===== config.mk =====
export PLATFORM = sky130hd
export DESIGN_NAME = multi_compare
export DESIGN_NICKNAME = d
export VERILOG_FILES = /design/src/rtl/cmp_defs.sv /design/src/rtl/cmp_core.sv /design/src/rtl/multi_compare.sv
export SDC_FILE = /design/constraint.sdc
export NUM_CORES = 1
export LEC_CHECK = 0
export BUFFER_PORTS_ARGS = -buffer_cell sky130_fd_sc_hd__buf_2
export CAP_MARGIN = 20
export CORE_UTILIZATION = 45
export CTS_CLUSTER_DIAMETER = 80
export CTS_CLUSTER_SIZE = 16
export DETAILED_ROUTE_END_ITERATION = 7
export GPL_TIMING_DRIVEN = 0
export PLACE_DENSITY = 0.74
export SYNTH_ARGS = -nofsm -noshare
export SYNTH_HDL_FRONTEND = slang
export SYNTH_HIERARCHICAL = 1
export SYNTH_SLANG_ARGS = --single-unit
export TNS_END_PERCENT = 5

===== constraint.sdc =====
create_clock -name clk -period 3.6 [get_ports clk]
set_input_delay 0.72 -clock clk [delete_from_list [all_inputs] [get_ports clk]]
set_output_delay 0.72 -clock clk [all_outputs]
set_load 0.03 [all_outputs]

===== src/rtl/cmp_defs.sv =====
// Shared constants for the multi-channel comparator: compare-mode encodings
// and output FSM state codes.
package cmp_defs;

  // Compare modes, sampled together with the data word.
  localparam logic [1:0] MODE_ALL_EQ = 2'b00;  // every channel equal
  localparam logic [1:0] MODE_ANY_EQ = 2'b01;  // at least one equal pair
  localparam logic [1:0] MODE_MAJ    = 2'b10;  // strict majority equal to ch0
  localparam logic [1:0] MODE_ASC    = 2'b11;  // strictly ascending, unsigned

  // Output holding register states.
  localparam logic [0:0] ST_EMPTY = 1'b0;
  localparam logic [0:0] ST_FULL  = 1'b1;

  // Legal channel count range.
  localparam int CH_MIN = 2;
  localparam int CH_MAX = 8;

endpackage


===== src/rtl/cmp_core.sv =====
// Combinational per-mode compare across CH channels of W bits each.
// Channel k lives at data[k*W +: W].
module cmp_core
  import cmp_defs::*;
#(
  parameter int W  = 8,
  parameter int CH = 3
) (
  input  logic [CH*W-1:0] data,
  input  logic [1:0]      mode,
  output logic            match
);

  // Packed view of the channels; layout is identical to the flat bus.
  logic [CH-1:0][W-1:0] ch;
  logic [CH-1:0]        eq0;     // channel k equals channel 0
  logic [CH-1:1]        asc_ok;  // channel k strictly above channel k-1
  logic                 any_eq;
  logic                 maj;
  logic [3:0]           eq_cnt;

  assign ch = data;

  genvar k;
  generate
    for (k = 0; k < CH; k++) begin : g_eq0
      assign eq0[k] = (ch[k] == ch[0]);
    end
    for (k = 1; k < CH; k++) begin : g_asc
      assign asc_ok[k] = (ch[k] > ch[k-1]);
    end
  endgenerate

  // Any pair i<j with equal values.
  always_comb begin
    any_eq = 1'b0;
    for (int i = 0; i < CH; i++) begin
      for (int j = i + 1; j < CH; j++) begin
        if (ch[i] == ch[j]) any_eq = 1'b1;
      end
    end
  end

  // Majority: channels equal to ch0 (ch0 itself included) exceed CH/2.
  always_comb begin
    eq_cnt = '0;
    for (int i = 0; i < CH; i++) begin
      eq_cnt = eq_cnt + 4'(eq0[i]);
    end
    maj = (eq_cnt > 4'(CH / 2));
  end

  // Select the result for the requested mode.
  always_comb begin
    match = 1'b0;
    case (mode)
      MODE_ALL_EQ: match = &eq0;
      MODE_ANY_EQ: match = any_eq;
      MODE_MAJ:    match = maj;
      MODE_ASC:    match = &asc_ok;
      default:     match = 1'b0;
    endcase
  end

endmodule


===== src/rtl/multi_compare.sv =====
// Multi-channel comparator with a one-deep valid/ready output register and a
// saturating consecutive-match streak counter.
module multi_compare
  import cmp_defs::*;
#(
  parameter int W     = 8,
  parameter int CH    = 3,
  parameter int CNT_W = 8
) (
  input  logic             clk,
  input  logic             rst,
  input  logic             in_valid,
  output logic             in_ready,
  input  logic [CH*W-1:0]  data,
  input  logic [1:0]       mode,
  input  logic [CNT_W-1:0] thresh,
  output logic             out_valid,
  input  logic             out_ready,
  output logic             match,
  output logic [CNT_W-1:0] match_cnt,
  output logic             streak_hit
);

  localparam logic [CNT_W-1:0] CNT_MAX = '1;

  logic [0:0] state;
  logic       wake_q;     // high during reset and for the first cycle after it
  logic       core_match;
  logic       accept;
  logic       can_take;

  cmp_core #(.W(W), .CH(CH)) u_core (
    .data  (data),
    .mode  (mode),
    .match (core_match)
  );

  // The register can take a beat when empty or when its content leaves now.
  assign can_take  = (state == ST_EMPTY) | out_ready;
  // Ready is forced high in reset; the post-reset guard cycle drops it.
  assign in_ready  = rst | (~wake_q & can_take);
  assign accept    = in_valid & can_take & ~rst & ~wake_q;
  assign out_valid = (state == ST_FULL);
  assign streak_hit = out_valid & (|thresh) & (match_cnt >= thresh);

  // Guard flag: keeps the first edge after reset release from accepting.
  always_ff @(posedge clk or posedge rst) begin
    if (rst) wake_q <= 1'b1;
    else     wake_q <= 1'b0;
  end

  // Output FSM, result register and saturating streak counter.
  always_ff @(posedge clk or posedge rst) begin
    if (rst) begin
      state     <= ST_EMPTY;
      match     <= 1'b0;
      match_cnt <= '0;
    end else if (accept) begin
      state <= ST_FULL;
      match <= core_match;
      if (!core_match)                match_cnt <= '0;
      else if (match_cnt != CNT_MAX)  match_cnt <= match_cnt + 1'b1;
    end else if ((state == ST_FULL) && out_ready) begin
      state <= ST_EMPTY;
    end
  end

endmodule


* After elaboration in Yosys (flattened, before gate mapping)
Cells that the tools add are included. W data, S select, Z words.
Storage, ports and cells: register bits after elaboration 11, input port bits 38, output and inout port bits 12, word-level logic and storage cells 47
Cells by class: add/subtract/negate cells 3, $lt $le $gt $ge 4, equal/unequal tests 10, mux-type cells 8, bitwise logic cells 11, reduce and logical (&&, ||, !) cells 7
Operators with widths (number):
- $eq A8 B8 Y1 | 5
- $gt A8 B8 Y1 | 2
- $mux W8 | 2
- $add A8 B1 Y8 const B | 1
- $ge A8 B8 Y1 | 1
- $ne A8 B8 Y1 const B | 1
- $reduce_or A8 Y1 | 1
- $and A1 B1 Y1 | 6
- $reduce_and A2 Y1 | 3
- $mux W1 | 5
- $add A4 B1 Y4 | 1
- $eq A2 B2 Y1 const B | 2
- $gt A4 B1 Y1 const B | 1
- $pmux W1 S4 | 1
- $not A1 Y1 | 3
- $add A1 B1 Y2 const A | 1
- $eq A2 B1 Y1 const B | 1
- $logic_not A2 Y1 | 1
- $ne A2 B1 Y1 const B | 1
- $or A1 B1 Y1 | 2
- $reduce_bool A2 Y1 | 1
- $logic_and A1 B1 Y1 | 1

* Logic depth before layout (Yosys ltp)
Gate-level depths: netlist (run 1).
depth after elaboration 7, mapped depth 11, gate-level depth less buffers 11

* Cells and area by module
Netlist (run 1), hierarchy kept.
Modules (own cells, without submodules):
- multi_compare | times used 1, cells an instance 92, area an instance 822.0 um^2, sequential area each 276.5 um^2
- cmp_core | times used 1, cells an instance 73, area an instance 543.0 um^2, sequential area each 0.0 um^2

* Worst setup path after synthesis (run 1)
No wires, ideal clock.
path kind input to register, from input port data[7], to register match_cnt[7], arrival time 2.653 ns, data required time 3.518 ns, setup slack 0.865 ns, stages on the path 11, buffers on the path 0, path through inv_1 -> ha_1 -> nand4_1 -> or2_1 -> nor3_2 -> o21ai_1 -> a211oi_2 -> nand3b_1 -> nor3_4 -> o211ai_1 -> a31oi_1
On the way: word-level cells in the longest chain between the ends 7, elaborated cells on any way between the ends 17
RTL lines:
- start, declared | line multi_compare.sv:14 | input logic [CH*W-1:0] data,
- $eq A8 B8 Y1 | line cmp_core.sv:27, cmp_core.sv:39
- $add A1 B1 Y2 or $mux W1 (tied branches) | line cmp_core.sv:48, cmp_core.sv:39
- $add A4 B1 Y4 or $mux W1 (tied branches) | line cmp_core.sv:48, cmp_core.sv:39
- $gt A4 B1 Y1 or $mux W1 (tied branches) | line cmp_core.sv:50, cmp_core.sv:39
- $pmux W1 S4 (*) | line cmp_core.sv:56 | case (mode)
- named net core_match | line multi_compare.sv:28 | logic core_match;
- $ne A2 B1 Y1 (no line)
- $reduce_and A2 Y1 (no line)
- end signal, assigned | line multi_compare.sv:62 | else if (match_cnt != CNT_MAX) match_cnt <= match_cnt + 1'b1;
- end, declared | line multi_compare.sv:20 | output logic [CNT_W-1:0] match_cnt,
The timed path passes the listed nets; every way through them passes the cells marked *. A chain may end at the register's enable or synchronous reset.

* Worst setup path after layout (run 1)
from input port data[6], to register match_cnt[7]
The elaborated chain is that of the path after synthesis.

==> flow_summary.toml, run 1 <==
[worst_setup_path]
worstPathArrival_ns = 3.07
critical_path_class = "in2reg"
worstSetupStartpointType = "primary input"
crit_start = "data[6]"
rr_startpoint = "match_cnt[1]"
r2r-end = "match_cnt[6]"
rrSetupSlack_ns = 2.07
reg2reg_depth = 5
cp_max_fo = 9
critPathRequiredTime_ns = 3.80
crit_path_end_kind = "register"
cp-endpoint = "match_cnt[7]"

[logic_synthesis]
netlist_area_mm2 = 0.001365
synthCells = 165
ys_ff_latch = 11
ys_seq_area_share_pct = 20.26
synth.net_count = 228
postSynthAreaPerCell_um2 = 8.273
synthArstFlopShare_pct = 100.0
synth_flop_cell = "dfrtp_1"
yosysUniqueCellTypes = 41
synth_edf_count = 0
yosysWarnings = 6

[sta]
finalHoldViolations = 0
skew_ns = 0.006588
max_freq_mhz = 348.9
rsz0062_at_grt = "no"
finalSetupTns_ns = 0
final.setup.worst_slack_ns = 0.7340
finalMaxSlewViolations = 0
fin_crit_sh_pct = 79.61
period_minus_slack_ns = 2.866
setup_viol = 0

[cells_and_area]
syn_to_final_growth_pct = 22.73
nFillCells = 263
layoutNonFillerInstCount = 249
final_nets = 282
final_core_util_pct = 59.72
antennaDiodeCount = 0
drive_gt1_share_pct = 29.36

[drt]
firstDrtPassIters = 6
num_vias = 1342
wl_per_cell_um = 12.02
drt-initial-drc-count = 32
drc = 8
vias_per_cell = 5.390
ant_nets = 0
wirelength_mm = 2.992

[clock_tree]
worstSkewPairLatency_ns = 0.28
cts_buffer_depth = 2
numCtsBuffers = 3
clock-root-buffer = "clkbuf_4"
htreeDepth = 1
cts_hold_buf = 0
path_clk_slew_ns = 0.08
cts_tree = "yes"
post_cts_buffers = 0
cts_resized = 0
clkSinkCount = 11

[placement]
hpwl_mm = 2.517
placed_cells = 245
gp_congestion = 0.8028
dp_slack_ns = 0.4532
numPortBuffers = 49

[floorplan]
die_h_um = 57.08
die_w_um = 57.08
fp-row-count = 19
io-pin-count = 50
initial_core_util_pct = 48.66
coreArea_mm2 = 0.002805
dieArea_mm2 = 0.003258

[grt]
grt_pass1_wl_mm = 5.216
grt_usage_pct = 20.46
grt-ovfl-total = 0
grt_pass1_vias = 1264
grt_max_degree = 13
antenna_found_initial = 0

[power_and_ir_drop]
clock_power_share_pct = 21.8
power_frac_comb_pct = 40.6
sw_frac_of_total_pct = 38.32
p_per_area_mw_per_mm2 = 240.9
switchingPower_uw = 154.7
seq_power_share_pct = 37.5
p_leak_uw = 0.0008940
power.internal_uw = 249.0
ir_drop_uv = 238.5

[min_path]
hold_path_class = "in2async"

[status]
violations = "design-rule violations"
outcome = "finished, violations left"

[job]
drv_cap = 0
## metal layers
| metal | global-route usage, % | vias up | wire length (µm) | share of wire (%) |
|---|---|---|---|---|
| met1 | 25.50 | 594 | 1333 | 45 |
| li1 | - | 701 | - | - |
| met5 | 0 | - | 0 | 0 |
| met3 | 4.308 | 4 | 206 | 6.9 |
| met2 | 35.46 | 43 | 1426 | 48 |
| met4 | 6.272 | 0 | 26 | 0.87 |
## synth_stat cells, types with 2 or more instances
cell	n	area (µm²)
a31oi_1	6	37.54
nor4_1	2	12.51
nand4_1	8	50.05
nor2b_1	5	31.28
nand3_1	9	45.04
o211ai_1	4	30.03
a21oi_1	10	50.05
nand2_1	9	33.78
inv_1	30	112.6
o21ai_0	9	45.04
xnor2_1	8	70.07
dfrtp_1	10	250.2
and3_1	3	18.77
ha_1	25	312.8
## flip-flops by register name, indices dropped and copies added (netlist names)
| name | count |
|---|---|
| out_valid | 1 |
| match_cnt | 8 |
| match | 1 |
| wake_q | 1 |
## power by group through the flow
stage	sequential, µW	clock (µW)	combinational (µW)
finish	151	88.2	164
global route	154	97.5	186
CTS	151	92.0	167
detailed placement	154	0	166
global placement	153	0	162
floorplan	170	0	87.6
## how the worst min path moves through the flow
stage,endpoint,cells after the start,slack (ns)
global route,match_cnt[4],2,0.51
detailed placement,match,1,0.50
finish,match_cnt[2],2,0.46
global placement,match,1,0.49
CTS,match_cnt[6],2,0.47
floorplan,match,1,0.58
## metrics by stage
step                      total power [µW]  hold WS [ns]  cell area, µm²
after global placement               315.1        0.4936            1649
after CTS                            410.1        0.4715            1675
final                                403.7        0.4624            1675
after floorplan                      258.0        0.5774            1365
after detailed placement             320.0        0.4985            1649
after global routing                 437.3        0.5135            1675
## placed cells by master, fill, tap and decap left out, types with 2 or more instances in the layout
cell,count
a21oi_1,10
a31oi_1,6
and3_1,3
buf_2,49
clkbuf_4,3
dfrtp_1,10
ha_1,25
inv_1,30
nand2_1,9
nand3_1,9
nand4_1,8
nor2b_1,5
nor4_1,2
o211ai_1,4
o21ai_0,9
xnor2_1,8
## layout make-up
cell class	count	area (µm²)	share of cell area [%]
multi-input cells	124	975.9	58.25
well taps	31	38.79	2.315
repair buffers	49	245.2	14.64
inverters	30	112.6	6.721
clock buffers	4	26.28	1.568
flip-flops and latches	11	276.5	16.50
## critical path, cell delays in order
cell      delay [ns]
buf_2           0.09
inv_1           0.04
ha_1            0.30
nand4_1         0.13
or2_1           0.30
nor3_2          0.18
o21ai_1         0.09
a211oi_2        0.40
nand3b_1        0.17
nor3_4          0.33
o211ai_1        0.15
a31oi_1         0.18
## logic make-up (layout without fill, tap and decap cells)
logic type,count (synthesis),after routing,share of synthesized area (%)
adder cells (fa/ha/maj),25,25,22.91
other,1,1,0.2747
AO/OA/AOI/OAI,39,39,18.42
flip-flops,11,11,20.26
multiplexers,2,2,1.558
AND/OR/NAND/NOR,49,49,23.19
buffers and inverters,30,83,8.249
XOR/XNOR,8,8,5.133
(Power assumes the default switching activity.)
==> run 2, diff against run 1 <==
--- a/config.mk
+++ b/config.mk
@@ -5,6 +5,7 @@
 export SDC_FILE = /design/constraint.sdc
 export NUM_CORES = 1
 export LEC_CHECK = 0
+export ABC_AREA = 1
 export BUFFER_PORTS_ARGS = -buffer_cell sky130_fd_sc_hd__buf_2
 export CAP_MARGIN = 20
 export CORE_UTILIZATION = 45
@@ -12,7 +13,7 @@
 export CTS_CLUSTER_SIZE = 16
 export DETAILED_ROUTE_END_ITERATION = 7
 export GPL_TIMING_DRIVEN = 0
-export PLACE_DENSITY = 0.74
+export PLACE_DENSITY = 0.76
 export SYNTH_ARGS = -nofsm -noshare
 export SYNTH_HDL_FRONTEND = slang
 export SYNTH_HIERARCHICAL = 1
==> constraint.sdc (replaced) <==
create_clock -name clk -period 2.5 [get_ports clk]
set_input_delay 0.5 -clock clk [delete_from_list [all_inputs] [get_ports clk]]
set_output_delay 0.5 -clock clk [all_outputs]
set_load 0.03 [all_outputs]
==> run 2 against run 1 <==
  * The run now ends clean
  * Power is 24% higher
  * Hold slack got worse by 0.23 ns
  * Flip-flop and latch count stayed put
  * Sequential share of layout area decreased by 1.1 points
  * Critical path depth shrank 7
  * Largest power group is now sequential cells
  * Highest routed layer unchanged
==> flow_summary.toml, run 2 <==
[sta]
final.setup.worst_slack_ns = 0.3833
finalSetupTns_ns = 0
setup_viol = 0
period_minus_slack_ns = 2.117
finalMaxSlewViolations = 0
rsz0062_at_grt = "no"
skew_ns = 0.002367
fin_crit_sh_pct = 84.67
max_freq_mhz = 472.4
finalHoldViolations = 0

[placement]
numPortBuffers = 49
hpwl_mm = 2.419
gp_congestion = 0.7562
dp_slack_ns = 0.2214

[drt]
vias_per_cell = 4.497
ant_nets = 0
wl_per_cell_um = 8.273
drt-initial-drc-count = 21
firstDrtPassIters = 4
drc = 0
num_vias = 1484
wirelength_mm = 2.730

[grt]
grt_pass1_wl_mm = 4.761
grt-ovfl-total = 0
grt_max_degree = 15
grt_usage_pct = 16.93
antenna_found_initial = 0
grt_pass1_vias = 1270

[clock_tree]
cts_resized = 0
cts_buffer_depth = 2
clkSinkCount = 11
post_cts_buffers = 0
cts_tree = "yes"
path_clk_slew_ns = 0.07
numCtsBuffers = 3
htreeDepth = 1
cts_hold_buf = 0
worstSkewPairLatency_ns = 0.27
clock-root-buffer = "clkbuf_4"

[worst_setup_path]
critical_path_class = "reg2out"
worstPathArrival_ns = 1.62
worstSetupStartpointType = "register"
cp_num_buf_inv = 1
crit_chain = "ha_1, nand2_1, o21a_1, a21oi_1, buf_2"
rr_startpoint = "match_cnt[1]"
cp_max_fo = 6
slowest_delay_ns = 0.45
cpMaxStageDelayCell = "dfrtp_1"
critPathRequiredTime_ns = 2.00
crit_path_end_kind = "output pin"
cp_top_family = "flip-flops"
rrSetupSlack_ns = 1.10
r2r-end = "match_cnt[7]"
reg2reg_depth = 8

[logic_synthesis]
synth_top_family_by_area = "simple AND/OR/NAND/NOR gates"
synthAdderAreaFrac_pct = 21.24
synth_edf_count = 0
ys_seq_area_share_pct = 18.78
synth_compound_area_share_pct = 9.346
synth.net_count = 296
yosysMostFrequentCell = "nand2_1"
synthCells = 233
netlist_area_mm2 = 0.001473
yosysWarnings = 6
synth-xor-area-share_pct = 2.379
postSynthAreaPerCell_um2 = 6.320
ys_ff_latch = 11
ys_top_cells_by_area = "ha_1 21%, nand2_1 21%, dfrtp_1 17%"
synth_flop_cell = "dfrtp_1"
yosysTopAreaCellShare_pct = 21.24
synth_simple_gate_area_share_pct = 34.24
synthMuxAreaShare_pct = 0
yosys.area.top_type = "ha_1"
yosysUniqueCellTypes = 26
synthArstFlopShare_pct = 100.0
synth_common_cells = "83 x nand2_1, 48 x inv_1, 25 x ha_1"

[cells_and_area]
final_common_cell = "nand2_1"
layout_common_cells = "83 x nand2_1, 49 x buf_2, 48 x inv_1, 25 x ha_1, 13 x nor2_1"
largest_register_ffs = 8
syn_to_final_growth_pct = 22.18
final_nets = 350
drive_gt1_share_pct = 24.13
top_register = "match_cnt"
antennaDiodeCount = 0

[floorplan]
die_h_um = 59.21
fp-row-count = 20
dieArea_mm2 = 0.003505
die_w_um = 59.21
coreArea_mm2 = 0.003078
io-pin-count = 50
initial_core_util_pct = 47.85

[power_and_ir_drop]
ir_drop_uv = 97.99
p_per_area_mw_per_mm2 = 278.5
p_leak_uw = 0.001160

[min_path]
hold_path_class = "in2async"

[job]
drv_cap = 0

[status]
outcome = "completed"
[run 2: area by class of cell]
cell class | count | area [µm²]
tap | 44 | 55.05
sequential | 11 | 276.5
timing repair buffer | 49 | 245.2
multi-input combinational | 168 | 993.5
inverter | 54 | 202.7
clock buffer | 4 | 26.28
fill | 319 | 1279
[run 2: per-stage QoR]
step / std cells / utilization, % / power (µW) / instance area [µm²] / hold slack [ns]
detailed placement: 326 / 57.60 / 382.4 / 1773 / 0.4715
global route: 330 / 58.46 / 543.1 / 1799 / 0.2947
global placement: 326 / 57.60 / 378.4 / 1773 / 0.4726
CTS: 330 / 58.46 / 506.6 / 1799 / 0.2517
finish: 330 / 58.46 / 501.0 / 1799 / 0.2362
floorplan: 233 / - / 316.7 / 1473 / 0.3761
[run 2: worst max path at each step]
stage                            start           end  cells after the start
after floorplan           match_cnt[0]    streak_hit                      8
after global placement         data[7]  match_cnt[6]                     18
after detailed placement       data[7]  match_cnt[4]                     18
after CTS                 match_cnt[7]    streak_hit                      5
after global routing      match_cnt[0]    streak_hit                      9
final                     match_cnt[7]    streak_hit                      5
[run 2: per-layer routing]
| layer | up-vias | share of wire, % | wire length [µm] | GRT usage (%) |
|---|---|---|---|---|
| met1 | 624 | 48 | 1298 | 22.13 |
| met4 | 0 | 0.70 | 19 | 4.422 |
| met5 | - | 0 | 0 | 0 |
| li1 | 822 | - | - | - |
| met2 | 35 | 47 | 1293 | 30.02 |
| met3 | 3 | 4.3 | 118 | 1.092 |
[run 2: cells by family (layout without fill, tap and decap cells)]
group           count (synthesis)  count (layout)
simple gates                  114             114
other cells                     1               1
xor+xnor                        4               4
compound gates                 24              24
flops                          11              11
buf+inv                        54             107
fa+ha+maj                      25              25
[run 2: where the power goes]
part	leakage (µW)	internal (µW)	switching, µW	total (µW)
Clock	0.0000150	61.8	62.8	125
Combinational	0.000996	77.7	107	185
Sequential	0.000148	185	6.25	191
[run 2: worst register-to-register path, cell delays in order (launching register included)]
cell and delay (ns):
dfrtp_1 0.44, ha_1 0.22, nand2_2 0.08, nor2_4 0.17, nand3_4 0.10, nand3_2 0.11
inv_1 0.07, nand2_1 0.05, nand2_1 0.05
==> run 3, diff against run 2 <==
==> constraint.sdc (replaced) <==
create_clock -name clk -period 1.8 [get_ports clk]
set_input_delay 0.36 -clock clk [delete_from_list [all_inputs] [get_ports clk]]
set_output_delay 0.36 -clock clk [all_outputs]
set_load 0.03 [all_outputs]
==> run 3 against run 2 <==
  * The run now ends with negative setup slack left
  * First-iteration DRC count rose by 33%
  * Critical path depth rose by 3
  * Core utilization rose by 7.2 points
  * Wire length rose by 17%
  * Clock skew barely moved
  * Cell area rose by 12%
  * Combinational power rose by 67%
  * Sequential power rose by 38%
==> flow_summary.toml, run 3 (same netlist as run 2, synthesis figures left out) <==
[worst_setup_path]
critical_path_class = "reg2out"
worstSetupStartpointType = "register"
cp_max_fo = 2
worstPathArrival_ns = 1.53
critPathRequiredTime_ns = 1.44
reg2reg_depth = 10
crit_path_end_kind = "output pin"

[drt]
wirelength_mm = 3.182
vias_per_cell = 4.531
drc = 0
firstDrtPassIters = 4
drt-initial-drc-count = 28
num_vias = 1536
ant_nets = 0
wl_per_cell_um = 9.386

[floorplan]
fp-row-count = 20
dieArea_mm2 = 0.003505
die_w_um = 59.21
coreArea_mm2 = 0.003078
io-pin-count = 50
initial_core_util_pct = 47.85
die_h_um = 59.21

[clock_tree]
clkSinkCount = 11
path_clk_slew_ns = 0.07
cts_hold_buf = 0
htreeDepth = 1
numCtsBuffers = 3
worstSkewPairLatency_ns = 0.27
cts_tree = "yes"
clock-root-buffer = "clkbuf_4"
cts_buffer_depth = 2

[grt]
antenna_found_initial = 0
grt_pass1_wl_mm = 5.037
grt_use_met3_pct = 2.183
grt-ovfl-total = 0
grt_max_degree = 15
use_met1_pct = 20.22
met2_usage_pct = 35.31
top_usage_layer = "met2"
grt_pass1_vias = 1410
grt_usage_pct = 18.49

[cells_and_area]
final_common_cell = "nand2_1"
layoutNonFillerInstCount = 339
final_core_util_pct = 65.69
antennaDiodeCount = 0
final_nets = 359
syn_to_final_growth_pct = 37.30
largest_register_ffs = 8
top_register = "match_cnt"
layout_common_cells = "76 x nand2_1, 48 x buf_2, 45 x inv_1, 19 x ha_1, 12 x nor2_1"
drive_gt1_share_pct = 34.58
design_area_mm2 = 0.002022

[power_and_ir_drop]
power_frac_comb_pct = 41.5
p_leak_uw = 0.001200
clock_power_share_pct = 23.3
seq_power_share_pct = 35.2
ir_drop_uv = 134.2
power.internal_uw = 474.4
sw_frac_of_total_pct = 36.36
switchingPower_uw = 271.0
p_per_area_mw_per_mm2 = 368.7

[job]
drv_cap = 0

[placement]
gp_congestion = 0.7603
numPortBuffers = 49
detailed_place.area_mm2 = 0.001787
hpwl_mm = 2.452
placed_cells = 326

[sta]
slew_headroom_pct = 66.27
fin_crit_sh_pct = 105.2
finalMaxSlewViolations = 0
finalSetupTns_ns = -0.09412
setup_viol = 1
rsz0062_at_grt = "yes"
max_freq_mhz = 527.9
final.setup.worst_slack_ns = -0.09412
finalHoldViolations = 0
skew_ns = 0.002257
period_minus_slack_ns = 1.894
worstMarginPinSlew_ns = 0.5054
whs_ns = 0.1022

[min_path]
hold_path_class = "in2async"

[status]
violations = "negative setup slack"
outcome = "finished, violations left"
## run 3: power groups by stage
stage | Clock [µW] | Combinational, µW | Sequential (µW)
2_1_floorplan | 0 | 156 | 286
3_3_place_gp | 0 | 257 | 270
3_5_place_dp | 0 | 262 | 271
4_1_cts | 177 | 277 | 262
5_1_grt | 190 | 354 | 263
6_report | 174 | 309 | 263
## run 3: timing repair
action,4_1_cts,5_1_grt
endpoints found under the setup margin,2,9
setup buffers,5,4
pin swaps,2,7
resized for setup,9,18
gates cloned,0,0
## run 3: worst paths after layout
check / startpoint / slack, ns / endpoint
hold / removal: rst / 0.10 / match_cnt[1]
max in group asynchronous: rst / 1.33 / match_cnt[7]
hold reg to reg: match / 0.48 / match
min in group clk: out_ready / 0.38 / out_valid
setup reg to reg: match_cnt[1] / 0.25 / match_cnt[7]
setup / recovery: match_cnt[1] / -0.09 / streak_hit
## run 3: metrics by stage
step,worst slack (ns),total power [µW]
final,-0.09412,745.4
after global routing,-0.2141,807.4
after CTS,-0.09424,716.0
after detailed placement,-0.2886,533.4
after global placement,-0.2797,527.1
after floorplan,-0.02345,441.4
## run 3: routing by layer
metal,wire [µm],vias to the layer above
met4,38,0
met1,1482,661
met5,0,-
met3,101,4
met2,1560,35
li1,-,836
## run 3: area by class of cell
type	instances	area, µm²
clock buffers	4	26.28
fillers	283	1056
inverters	54	202.7
multi-input cells	168	1137
flip-flops and latches	11	281.5
well taps	44	55.05
repair buffers	58	319.1
## run 3: critical path: stages (launching register included)
cell     delay (ns)
dfrtp_1        0.42
ha_4           0.29
nand2_2        0.05
nand3_1        0.07
nand2_1        0.05
nand2_1        0.06
nand2_2        0.06
a21oi_4        0.12
buf_6          0.14
